[config.mk]
export PLATFORM = sky130hd
export DESIGN_NAME = int_ctrl
export DESIGN_NICKNAME = d
export VERILOG_FILES = /design/src/rtl/int_ctrl.sv
export SDC_FILE = /design/constraint.sdc
export NUM_CORES = 1
export LEC_CHECK = 0
export ABC_AREA = 1
export ABC_CLOCK_PERIOD_IN_PS = 4300
export CAP_MARGIN = 20
export CORE_MARGIN = 2
export CORE_UTILIZATION = 46
export CTS_CLUSTER_DIAMETER = 100
export DETAILED_ROUTE_END_ITERATION = 12
export GPL_ROUTABILITY_DRIVEN = 0
export GPL_TIMING_DRIVEN = 0
export PLACE_DENSITY = 0.69
export SLEW_MARGIN = 20
export SYNTH_ARGS = -nofsm -noshare
export SYNTH_HDL_FRONTEND = slang
export SYNTH_SLANG_ARGS = --single-unit
[constraint.sdc]
create_clock -name clk -period 4.3 [get_ports clk]
set_input_delay 0.43 -clock clk [delete_from_list [all_inputs] [get_ports clk]]
set_output_delay 0.43 -clock clk [all_outputs]
set_load 0.01 [all_outputs]
[src/rtl/int_ctrl.sv]
`timescale 1ns/1ps
// int_ctrl -- external interrupt and timer controller feeding the CP0 int_i input.
//
// Five external lines are synchronised, then latched into PEND either as
// level (PEND follows the synchronised line) or as sticky rising edges
// (cleared by write-1-to-clear). A free-running COUNT, advancing every second
// clock, raises PEND[5] whenever it equals COMPARE. int_o is the registered
// masked pending vector.
//
// Ports:
//   clk        in   1  clock, all state updates on the rising edge
//   rst_       in   1  asynchronous active-low reset
//   ext_int_i  in   5  raw external interrupt lines (asynchronous to clk)
//   cfg_we     in   1  configuration write strobe
//   cfg_addr   in   3  register select: 0 MODE, 1 MASK, 2 PEND, 3 COMPARE, 4 COUNT
//   cfg_wdata  in  32  write data
//   cfg_rdata  out 32  combinational read data for cfg_addr (0 while in reset)
//   int_o      out  8  interrupt request vector, bits [7:6] always 0
module int_ctrl (
  input  logic        clk,
  input  logic        rst_,
  input  logic [4:0]  ext_int_i,
  input  logic        cfg_we,
  input  logic [2:0]  cfg_addr,
  input  logic [31:0] cfg_wdata,
  output logic [31:0] cfg_rdata,
  output logic [7:0]  int_o
);

  localparam logic [2:0] ADDR_MODE    = 3'd0;
  localparam logic [2:0] ADDR_MASK    = 3'd1;
  localparam logic [2:0] ADDR_PEND    = 3'd2;
  localparam logic [2:0] ADDR_COMPARE = 3'd3;
  localparam logic [2:0] ADDR_COUNT   = 3'd4;

  // Synchroniser chain plus history flop for edge detection.
  logic [4:0]  s1_q, s2_q, s3_q;
  logic        div_q, div_d;
  logic [4:0]  mode_q, mode_d;
  logic [5:0]  mask_q, mask_d;
  logic [5:0]  pend_q, pend_d;
  logic [31:0] count_q, count_d;
  logic [31:0] compare_q, compare_d;
  logic [5:0]  irq_q, irq_d;

  logic        mode_we, mask_we, pend_we, compare_we, count_we;
  logic [4:0]  edge_det;
  logic [4:0]  mode_chg;
  logic [5:0]  w1c;
  logic [4:0]  line_pend_d;
  logic [31:0] compare_eff;
  logic        timer_match;
  logic        timer_pend_d;

  assign mode_we    = cfg_we && (cfg_addr == ADDR_MODE);
  assign mask_we    = cfg_we && (cfg_addr == ADDR_MASK);
  assign pend_we    = cfg_we && (cfg_addr == ADDR_PEND);
  assign compare_we = cfg_we && (cfg_addr == ADDR_COMPARE);
  assign count_we   = cfg_we && (cfg_addr == ADDR_COUNT);

  assign edge_det = s2_q & ~s3_q;
  assign w1c      = pend_we ? cfg_wdata[5:0] : 6'd0;

  // Per-line pending logic. A mode change always clears the bit; level lines
  // simply follow the synchronised input (W1C has no effect); edge lines are
  // sticky and a fresh edge beats a simultaneous W1C.
  genvar gi;
  generate
    for (gi = 0; gi < 5; gi++) begin : g_line
      assign mode_chg[gi]    = mode_we && (cfg_wdata[gi] != mode_q[gi]);
      assign line_pend_d[gi] = mode_chg[gi] ? 1'b0 :
                               mode_q[gi]   ? (edge_det[gi] | (pend_q[gi] & ~w1c[gi])) :
                                              s2_q[gi];
    end
  endgenerate

  // The match is evaluated against the COMPARE value being written this cycle,
  // so a write that creates an immediate match keeps PEND[5] set.
  assign compare_eff  = compare_we ? cfg_wdata : compare_q;
  assign timer_match  = (count_q == compare_eff);
  assign timer_pend_d = timer_match | (pend_q[5] & ~w1c[5] & ~compare_we);

  always_comb begin
    div_d     = ~div_q;
    mode_d    = mode_we    ? cfg_wdata[4:0] : mode_q;
    mask_d    = mask_we    ? cfg_wdata[5:0] : mask_q;
    compare_d = compare_we ? cfg_wdata      : compare_q;
    // A software COUNT write overrides the increment of the same cycle.
    if (count_we) begin
      count_d = cfg_wdata;
    end else if (div_q) begin
      count_d = count_q + 32'd1;
    end else begin
      count_d = count_q;
    end
    pend_d = {timer_pend_d, line_pend_d};
    irq_d  = pend_q & mask_q;
  end

  always_ff @(posedge clk or negedge rst_) begin
    if (!rst_) begin
      s1_q      <= 5'd0;
      s2_q      <= 5'd0;
      s3_q      <= 5'd0;
      div_q     <= 1'b0;
      mode_q    <= 5'd0;
      mask_q    <= 6'd0;
      pend_q    <= 6'd0;
      count_q   <= 32'd0;
      compare_q <= 32'hFFFF_FFFF;
      irq_q     <= 6'd0;
    end else begin
      s1_q      <= ext_int_i;
      s2_q      <= s1_q;
      s3_q      <= s2_q;
      div_q     <= div_d;
      mode_q    <= mode_d;
      mask_q    <= mask_d;
      pend_q    <= pend_d;
      count_q   <= count_d;
      compare_q <= compare_d;
      irq_q     <= irq_d;
    end
  end

  // Read mux; forced to zero while reset is asserted.
  always_comb begin
    cfg_rdata = 32'd0;
    case (cfg_addr)
      ADDR_MODE:    cfg_rdata = {27'd0, mode_q};
      ADDR_MASK:    cfg_rdata = {26'd0, mask_q};
      ADDR_PEND:    cfg_rdata = {26'd0, pend_q};
      ADDR_COMPARE: cfg_rdata = compare_q;
      ADDR_COUNT:   cfg_rdata = count_q;
      default:      cfg_rdata = 32'd0;
    endcase
    if (!rst_) begin
      cfg_rdata = 32'd0;
    end
  end

  assign int_o = {2'b00, irq_q};

endmodule
### After elaboration in Yosys (flattened, before gate mapping)

Index checks and enable logic that the tools add are counted.

| operators by class | value |
|---|---|
| add/subtract/negate cells | 1 |
| bitwise operators | 24 |
| eq/ne operators | 10 |
| reductions and logical operators | 12 |
| muxes and demuxes | 16 |

Operators with widths:

| cell | number |
|---|---|
| 32-bit case mux with 5 select lines | 1 |
| 32-bit two-way mux | 4 |
| 32-bit by 1-bit adder with 32-bit output, second input constant | 1 |
| 32-bit equality test | 1 |
| 1-bit logical AND | 10 |
| 1-bit two-way mux | 10 |
| 1-bit inverter | 8 |
| 1-bit AND | 7 |
| 6-bit AND | 1 |
| 3-bit by 2-bit equality test with 1-bit output, second input constant | 2 |
| 6-bit two-way mux | 1 |
| 1-bit bitwise OR | 6 |
| 5-bit AND | 1 |
| 1-bit inequality test | 5 |
| 5-bit inverter | 1 |
| 3-bit by 1-bit equality test with 1-bit output, second input constant | 1 |
| 3-bit equality test, second input constant | 1 |
| 3-bit zero test | 1 |
| 2-bit nonzero test | 1 |

| word-level totals | value |
|---|---|
| output and inout port bits | 40 |
| input port bits | 43 |
| word-level logic and storage cells | 73 |
| flip-flop bits (word level) | 103 |

### Longest topological paths before layout

Gate-level depths: netlist of run 1.

| depth | value |
|---|---|
| word-level depth | 8 |
| gate-level depth with buffers | 14 |
| mapped depth without buffers | 13 |

### Worst setup path after synthesis of run 1

No wires, ideal clock.

| timing | value |
|---|---|
| path kind | input to output |
| from | input cfg_addr[1] |
| to | output cfg_rdata[24] |
| data arrival time | 1.457 ns |
| stages on the path | 7 |
| path slack | 2.413 ns |
| buffers on the path | 2 |
| cells stage by stage | nor2_1 -> nand2_2 -> inv_1 -> buf_2 -> buf_2 -> nand2_1 -> a21oi_1 |

| on the way | value |
|---|---|
| word-level cells in the longest chain between the ends | 3 |
| elaborated cells on any way between the ends | 7 |

RTL lines:

| item | line | text |
|---|---|---|
| start: declaration | 24 | `input logic [2:0] cfg_addr,` |
| 3-bit equality test, or another cell as far along | 129 | `case (cfg_addr)` |
| 32-bit case mux with 5 select lines (*) | 129 |  |
| 32-bit two-way mux (*) | 137 | `if (!rst_) begin` |
| end: declaration | 26 | `output logic [31:0] cfg_rdata,` |

Every way passes the cells marked *; elsewhere a longest branch is shown, timed or not.

### Final worst setup path of run 1

| timing | value |
|---|---|
| from | input rst_ |
| to | output cfg_rdata[9] |

| on the way | value |
|---|---|
| word-level cells in the longest chain between the ends | 1 |

RTL lines:

| item | line | text |
|---|---|---|
| start: declaration | 21 | `input logic rst_,` |
| 32-bit two-way mux | 137 |  |

Every way passes these cells.

==> summary.md, run 1 <==
| Metric | Value |
|---|---|
| Number of buffers inserted during clock tree synthesis | 9 |
| Final WL | roughly 17000 microns |
| Launching element type of the critical path | input port |
| Number of buffers added on ports | 79 |
| Number of library cell types mapped by synthesis | 32 |
| Register area share after synthesis | 43.9% |
| Setup repair after global routing missed its margin | no |
| P_int | slightly below 0.002 W |
| Total power per unit cell area | around 410 nW/um^2 |
| Path category of the worst min-delay check | reg -> reg |
| Data arrival at the endpoint of the critical path | between 3000 and 4000 ps |
| Die height | 118 microns |
| Pin slew with the least headroom to its limit | 1050 ps |
| Residual overflow from global routing | 0 |
| Count of state elements after synthesis | roughly 100 |
| Share of flip-flops with an asynchronous set or reset after synthesis | 100% |
| Maximum frequency from static timing analysis | about 280 MHz |
| Run status | complete, no violations |
| Std-Cell Core Area | about 13000 sq um |
| Commonest cells in the synthesized netlist | sky130_fd_sc_hd__nand2_1 (356), sky130_fd_sc_hd__inv_1 (73), sky130_fd_sc_hd__dfrtp_1 (71), sky130_fd_sc_hd__nand3_1 (69) |
| Via Count | 5790 |
| Layout Utilization | 57.7% |
| Largest cells by area after synthesis | sky130_fd_sc_hd__dfrtp_1 (30%), sky130_fd_sc_hd__nand2_1 (22%), sky130_fd_sc_hd__dfstp_2 (14%) |
| Insertion delay of the later-clocked pin in the worst-skew pair | 350 ps |
| Worst setup EP type | output pin |
| Data required, critical path | just under 4000 ps |
| Number of pins exceeding their max-slew limit in the final report | 0 |
| Critical Setup Path Class | in -> out |
| Instance area after placement | ~7000 sq um |
| H-tree level count | 3 |
| Flip-flop cell with the highest count after synthesis | sky130_fd_sc_hd__dfrtp_1 |
| Worst R2R Path Depth | 10 |
| Detailed Route Iter0 Violations | about 480 |
| Pin count of the biggest net entering global routing | 81 |
| Root Buffer Master | sky130_fd_sc_hd__clkbuf_16 |
| Layout cells sized above 1 | about 9% |
| Sequential share of power | a little under half |
| Cell type with the highest aggregate area in the netlist | sky130_fd_sc_hd__dfrtp_1 |
| Share of the cycle needed by the critical path after routing | between 80 and 90% |
| Setup Skew | 5.61 ps |
| Layout Cell Area excl Fill | 7280 sq um |
| Post-synth EDFFs | 0 |
| DR vias/cell | around 5.3 |
| Dpl hpwl | ~13000 microns |
| Global-route wire length before repair | around 28000 microns |
| DP Cell Count | 1080 |
| Max_cap viols | 0 |
| Cells on Worst Hold Path | 0 |
| Clock Path Buffers | 2 |
| Final-stage net count | ~960 |
| Crit path max fanout | 80 |
| Clk pwr share | between 20% and 30% |
| Vias in the first global route | 5454 |
| Area share of the largest cell type after synthesis | 29.8% |
| Number of diodes added for antenna fixing | 0 |
| CTS tree | yes |
| Switching power as a share of total power | a little over a third |
| Die boundary width | roughly 120 microns |
| Area added between synthesis and finish | 22.3% |
| Sinks on the clock net | roughly 100 |
| Syn Std Cell Area | 5960 sq um |
| Initial cell density of the core | 47.2% |
| Clock period minus final worst setup slack | between 3000 and 4000 ps |
| Warning count from the yosys run | 0 |
| Most instantiated library cell after synthesis | sky130_fd_sc_hd__nand2_1 |
| Sw power | 0.00104 W |
| Finished Layout Cells | roughly 1100 |
| Final setup violation count | 0 |
| Max-slew headroom | approximately 30% |
| Total Die Area | ~14000 sq um |
| Avg Inst Size Synth | roughly 7.2 sq um |
| Worst supply voltage drop on vdd | about 240 uV |
| I/O pin count | 83 |
| 1st-pass router iterations | 5 |
| Post-route DRC | 0 |
| Leakage | ~3.3 nW |
| Overall Power | ~0.003 W |
| Endpoints failing hold | 0 |
| Post-CTS setup buffers | 0 |
| Total GRT Usage | approximately a quarter |
| Average routed wire per standard cell | 15.9 microns |
| Clock input transition at the sequential cells of the worst setup and hold paths | approximately 70 ps |
| Count of mapped cells out of synthesis | 827 |
| DRT antenna net count | 0 |
| Initial antenna violation count | 0 |
| Row count | 41 |
| Combinational cell fraction of total power | between 20% and 30% |
| Filler instances | between 1000 and 1500 |
[sequential cells by signal, summed over array words and instances (netlist names)]
signal	count
div_q	1
mask_q	6
s3_q	5
count_q	32
mode_q	5
irq_q	6
pend_q	6
s2_q	5
compare_q	32
s1_q	5
[what timing repair did]
action,CTS,global route
hold buffers,1,0
resized for setup,0,0
setup endpoints to repair,0,0
endpoints found under the hold margin,12,0
[power groups by stage]
| stage | logic (W) | clock network [W] | registers [W] |
|---|---|---|---|
| after floorplan | 0.000565 | 0 | 0.00133 |
| after global placement | 0.000797 | 0 | 0.00136 |
| final | 0.000821 | 0.000789 | 0.00135 |
| after global routing | 0.000935 | 0.000839 | 0.00138 |
| after CTS | 0.000818 | 0.000806 | 0.00135 |
| after detailed placement | 0.000811 | 0 | 0.00137 |
[cell usage in the layout, fill, tap and decap left out, types with 19 or more instances in the layout]
cell and instances:
sky130_fd_sc_hd__clkdlybuf4s50_1 78, sky130_fd_sc_hd__a21oi_1 35, sky130_fd_sc_hd__nand3_1 69, sky130_fd_sc_hd__clkbuf_1 19, sky130_fd_sc_hd__nor2_1 35, sky130_fd_sc_hd__nand2_1 356, sky130_fd_sc_hd__dfstp_2 32, sky130_fd_sc_hd__dfrtp_1 71
sky130_fd_sc_hd__xor2_1 28, sky130_fd_sc_hd__inv_1 73
[per-layer routing]
layer	vias up	wire length (microns)	global-route usage, %
met4	0	412	9.34
met3	28	941	3.29
met2	198	7890	41.2
li1	2833	-	-
met5	-	0	0
met1	2731	8180	36.7
[final timing paths]
| check | startpoint | endpoint | slack (ps) |
|---|---|---|---|
| worst max register to register | count_q[0] | count_q[28] | 2040 |
| worst max-delay path | rst_ | cfg_rdata[9] | 730 |
| max in group asynchronous | rst_ | compare_q[27] | 3100 |
| min in group asynchronous | rst_ | s1_q[3] | 500 |
| worst min register to register | s1_q[0] | s2_q[0] | 350 |
| worst min-delay path | s1_q[0] | s2_q[0] | 350 |
[cell type report]
class | count | area, sq um | share of cell area, %
Multi-Input combinational cell | 613 | 2860 | 39.3
Sequential cell | 103 | 2620 | 35.9
Timing Repair Buffer | 81 | 830 | 11.4
Inverter | 77 | 289 | 3.97
Clock buffer | 9 | 225 | 3.09
Tap cell | 172 | 215 | 2.95
Buffer | 35 | 193 | 2.65
Clock inverter | 7 | 53.8 | 0.739
[worst max-delay path: stages]
cell and delay [ps]:
sky130_fd_sc_hd__dlygate4sd3_1 550, sky130_fd_sc_hd__buf_6 260, sky130_fd_sc_hd__buf_16 360, sky130_fd_sc_hd__inv_1 220, sky130_fd_sc_hd__clkbuf_1 340, sky130_fd_sc_hd__a21oi_1 340, sky130_fd_sc_hd__clkdlybuf4s50_1 600
[cells by family (layout without fill, tap and decap cells)]
logic type,count (synthesis),after routing,synth area share [%]
and+or+nand+nor,495,495,34.2
muxes,1,1,0.189
other,1,2,0.0630
buffers and inverters,112,209,8.09
DFF,103,103,43.9
adders and majority gates,1,1,0.210
AOI/OAI and AO/OA,85,85,9.01
xor gates and xnor gates,29,29,4.26
[metrics by stage]
stage | setup WS (ps) | hold slack (ps) | TNS [ps]
after floorplan | 2410 | 134 | 0
after global placement | -2750 | 332 | -169380
after detailed placement | 827 | 307 | 0
after CTS | 731 | 351 | 0
after global routing | 575 | 359 | 0
final | 728 | 350 | 0
Power figures use the tool's default switching activity.
==> inputs of run 2 (changes only) <==
- ABC_CLOCK_PERIOD_IN_PS: 4300 -> 3100
- PLACE_DENSITY: 0.69 -> 0.72
- clock period: 4.3 -> 3.1 ns (I/O delays scaled with it)
==> run 2 against run 1 <==
Critical path depth up 3. Via count grew 1.8%. Routed wire length grew 2.6%. Sequential share of layout area decreased by 0.67 points. Power increased by 46%. Design area rose by 1.9%.
==> summary.md, run 2 (synthesis results as in run 1) <==
| Metric | Value |
|---|---|
| Run status | complete, no violations (unchanged) |
| Area added between synthesis and finish | 24.6% (was 22.3%) |
| I/O pin count | 83 (unchanged) |
| Commonest cells after routing, fill and taps aside | sky130_fd_sc_hd__nand2_1 (356), sky130_fd_sc_hd__clkdlybuf4s50_1 (77), sky130_fd_sc_hd__inv_1 (73) (was sky130_fd_sc_hd__nand2_1 (356), sky130_fd_sc_hd__clkdlybuf4s50_1 (78), sky130_fd_sc_hd__inv_1 (73)) |
| Sinks on the clock net | 103 (unchanged) |
| Maximum frequency from static timing analysis | between 300 and 400 MHz |
| Number of diodes added for antenna fixing | 0 (unchanged) |
| Final-stage net count | 969 (was 964) |
| Critical Setup Path Class | in -> out (unchanged) |
| Final setup violation count | 0 (unchanged) |
| Worst supply voltage drop on vdd | 278 uV (was 236 uV) |
| DR vias/cell | 5.35 (was 5.28) |
| Max-slew headroom | 53.0% (was 29.2%) |
| Residual overflow from global routing | 0 (unchanged) |
| Top Registers | compare_q x32, count_q x32 (unchanged) |
| Launching element type of the critical path | input port (unchanged) |
| Share of the cycle needed by the critical path after routing | a little over nine tenths |
| Pin slew with the least headroom to its limit | 702 ps (was 1050 ps) |
| Data required, critical path | 2790 ps (was 3870 ps) |
| Total Die Area | 13900 sq um (unchanged) |
| Path category of the worst min-delay check | in -> reg (was reg -> reg) |
| Initial antenna violation count | 0 (unchanged) |
| Via Count | 5893 (was 5790) |
| Leakage | 3.43 nW (was 3.35 nW) |
| Data arrival at the endpoint of the critical path | 2680 ps (was 3140 ps) |
| Final WL | 17900 microns (was 17400 microns) |
| Area occupied by registers | 2620 sq um (unchanged) |
| Die boundary width | 118 microns (unchanged) |
| Total power per unit cell area | 583 nW/um^2 (was 407 nW/um^2) |
| Root Buffer Master | sky130_fd_sc_hd__clkbuf_16 (unchanged) |
| Max_cap viols | 0 (unchanged) |
| Overall Power | 0.00433 W (was 0.00296 W) |
| Post-route setup TNS | 0 ps (unchanged) |
| Crit path max fanout | 10 (was 80) |
| Setup Skew | 5.96 ps (was 5.61 ps) |
| Layout cells sized above 1 | 9.89% (was 8.97%) |
| Vias in the first global route | 5627 (was 5454) |
| Insertion delay of the later-clocked pin in the worst-skew pair | 360 ps (was 350 ps) |
| Setup repair after global routing missed its margin | no (unchanged) |
| Number of buffers inserted during clock tree synthesis | 9 (unchanged) |
| Initial cell density of the core | 47.2% (unchanged) |
| Area used by multi-input combinational logic | 2870 sq um (was 2860 sq um) |
| Final hold slack | 336 ps (was 350 ps) |
| Worst setup EP type | output pin (unchanged) |
| Dpl hpwl | 12500 microns (was 12600 microns) |
| Leading cell type in the layout, fill and taps excluded | sky130_fd_sc_hd__nand2_1 (unchanged) |
| Number of buffers added on ports | 79 (unchanged) |
| Row count | 41 (unchanged) |
| DP Cell Count | 1080 (unchanged) |
| DRT antenna net count | 0 (unchanged) |
| Finished Layout Cells | 1102 (was 1097) |
| Clock Path Buffers | 2 (unchanged) |
| Pin count of the biggest net entering global routing | 81 (unchanged) |
| Number of pins exceeding their max-slew limit in the final report | 0 (unchanged) |
| Std-Cell Core Area | 12600 sq um (unchanged) |
| H-tree level count | 3 (unchanged) |
| Detailed Route Iter0 Violations | 521 (was 475) |
| Global-route wire length before repair | 28600 microns (was 28300 microns) |
| Total GRT Usage | 26.2% (was 26.0%) |
| Clock period minus final worst setup slack | 2990 ps |
| Die height | 118 microns (unchanged) |
| Post-route DRC | 0 (unchanged) |
| Filler instances | 1220 (was 1234) |
| 1st-pass router iterations | 6 (was 5) |
| CTS tree | yes (unchanged) |
| Average routed wire per standard cell | 16.2 microns (was 15.9 microns) |
| Endpoints failing hold | 0 (unchanged) |
| Clock input transition at the sequential cells of the worst setup and hold paths | 70 ps (about the same) |
## run 2: changes by cell type in the layout (fill, tap and decap cells not counted), sizes merged
cell,before,now
dlymetal6s2s,0,1
bufinv,0,2
inv,80,82
clkbuf,28,31
dlygate4sd3,1,3
clkinv,2,0
clkinvlp,2,0
clkdlybuf4s50,78,77
## run 2: cell type report
type	instances	share of cell area, %
Multi-Input combinational cell	613	38.7
Sequential cell	103	35.3
Timing Repair Buffer	86	12.0
Inverter	77	3.89
Clock buffer	9	3.03
Tap cell	172	2.90
Buffer	35	2.71
Clock inverter	7	1.47
## run 2: power breakdown
group          leakage [nW]  internal, W  switching [W]  total, W
clock network         0.165     0.000729       0.000566   0.00129
registers              1.20      0.00165       0.000230   0.00188
logic                  2.06     0.000474       0.000679   0.00115
total                  3.43      0.00285        0.00147   0.00433
## run 2: per-layer routing
metal / track usage, % / part of all wire (%)
met4: 10.0 / 2.3
met2: 41.8 / 46
met5: 0 / 0
met3: 3.25 / 6.5
met1: 36.6 / 45
## run 2: through the flow
stage               utilization [%]  setup slack (ps)  instance area [sq um]
floorplan                         -              1430                   5960
global placement               55.2             -3490                   6970
detailed placement             55.4             -44.4                   7000
CTS                            58.3              1.03                   7360
global route                   58.8              7.57                   7420
finish                         58.8               109                   7420
## run 2: critical path, stage by stage
cell and delay (ps):
sky130_fd_sc_hd__clkdlybuf4s50_1 600, sky130_fd_sc_hd__nand2_2 100, sky130_fd_sc_hd__nor2_4 230, sky130_fd_sc_hd__buf_6 190, sky130_fd_sc_hd__buf_2 290, sky130_fd_sc_hd__nand2_1 80
sky130_fd_sc_hd__o21ai_0 110, sky130_fd_sc_hd__a221oi_1 100, sky130_fd_sc_hd__nor2_1 120, sky130_fd_sc_hd__clkdlybuf4s50_1 550
## run 2: path summary, 6_finish.rpt
path                                  to  cells past startpoint  slack, ps        start
min reg2reg                      s2_q[1]                      0        350      s1_q[1]
max reg2reg                  count_q[28]                     10        910   count_q[0]
min                        compare_q[11]                      3        340       cfg_we
min in group asynchronous     count_q[8]                      3        520         rst_
max                         cfg_rdata[5]                     10        110  cfg_addr[0]
max in group asynchronous    count_q[12]                      3       1480         rst_
## run 2: timing repair
action / CTS / global route
hold endpoints to repair: 14 / 0
cloned: 0 / 1
pin swaps: 0 / 1
buffers inserted: 0 / 2
setup endpoints to repair: 3 / 31
resized for setup: 2 / 8
hold buffers: 3 / 0
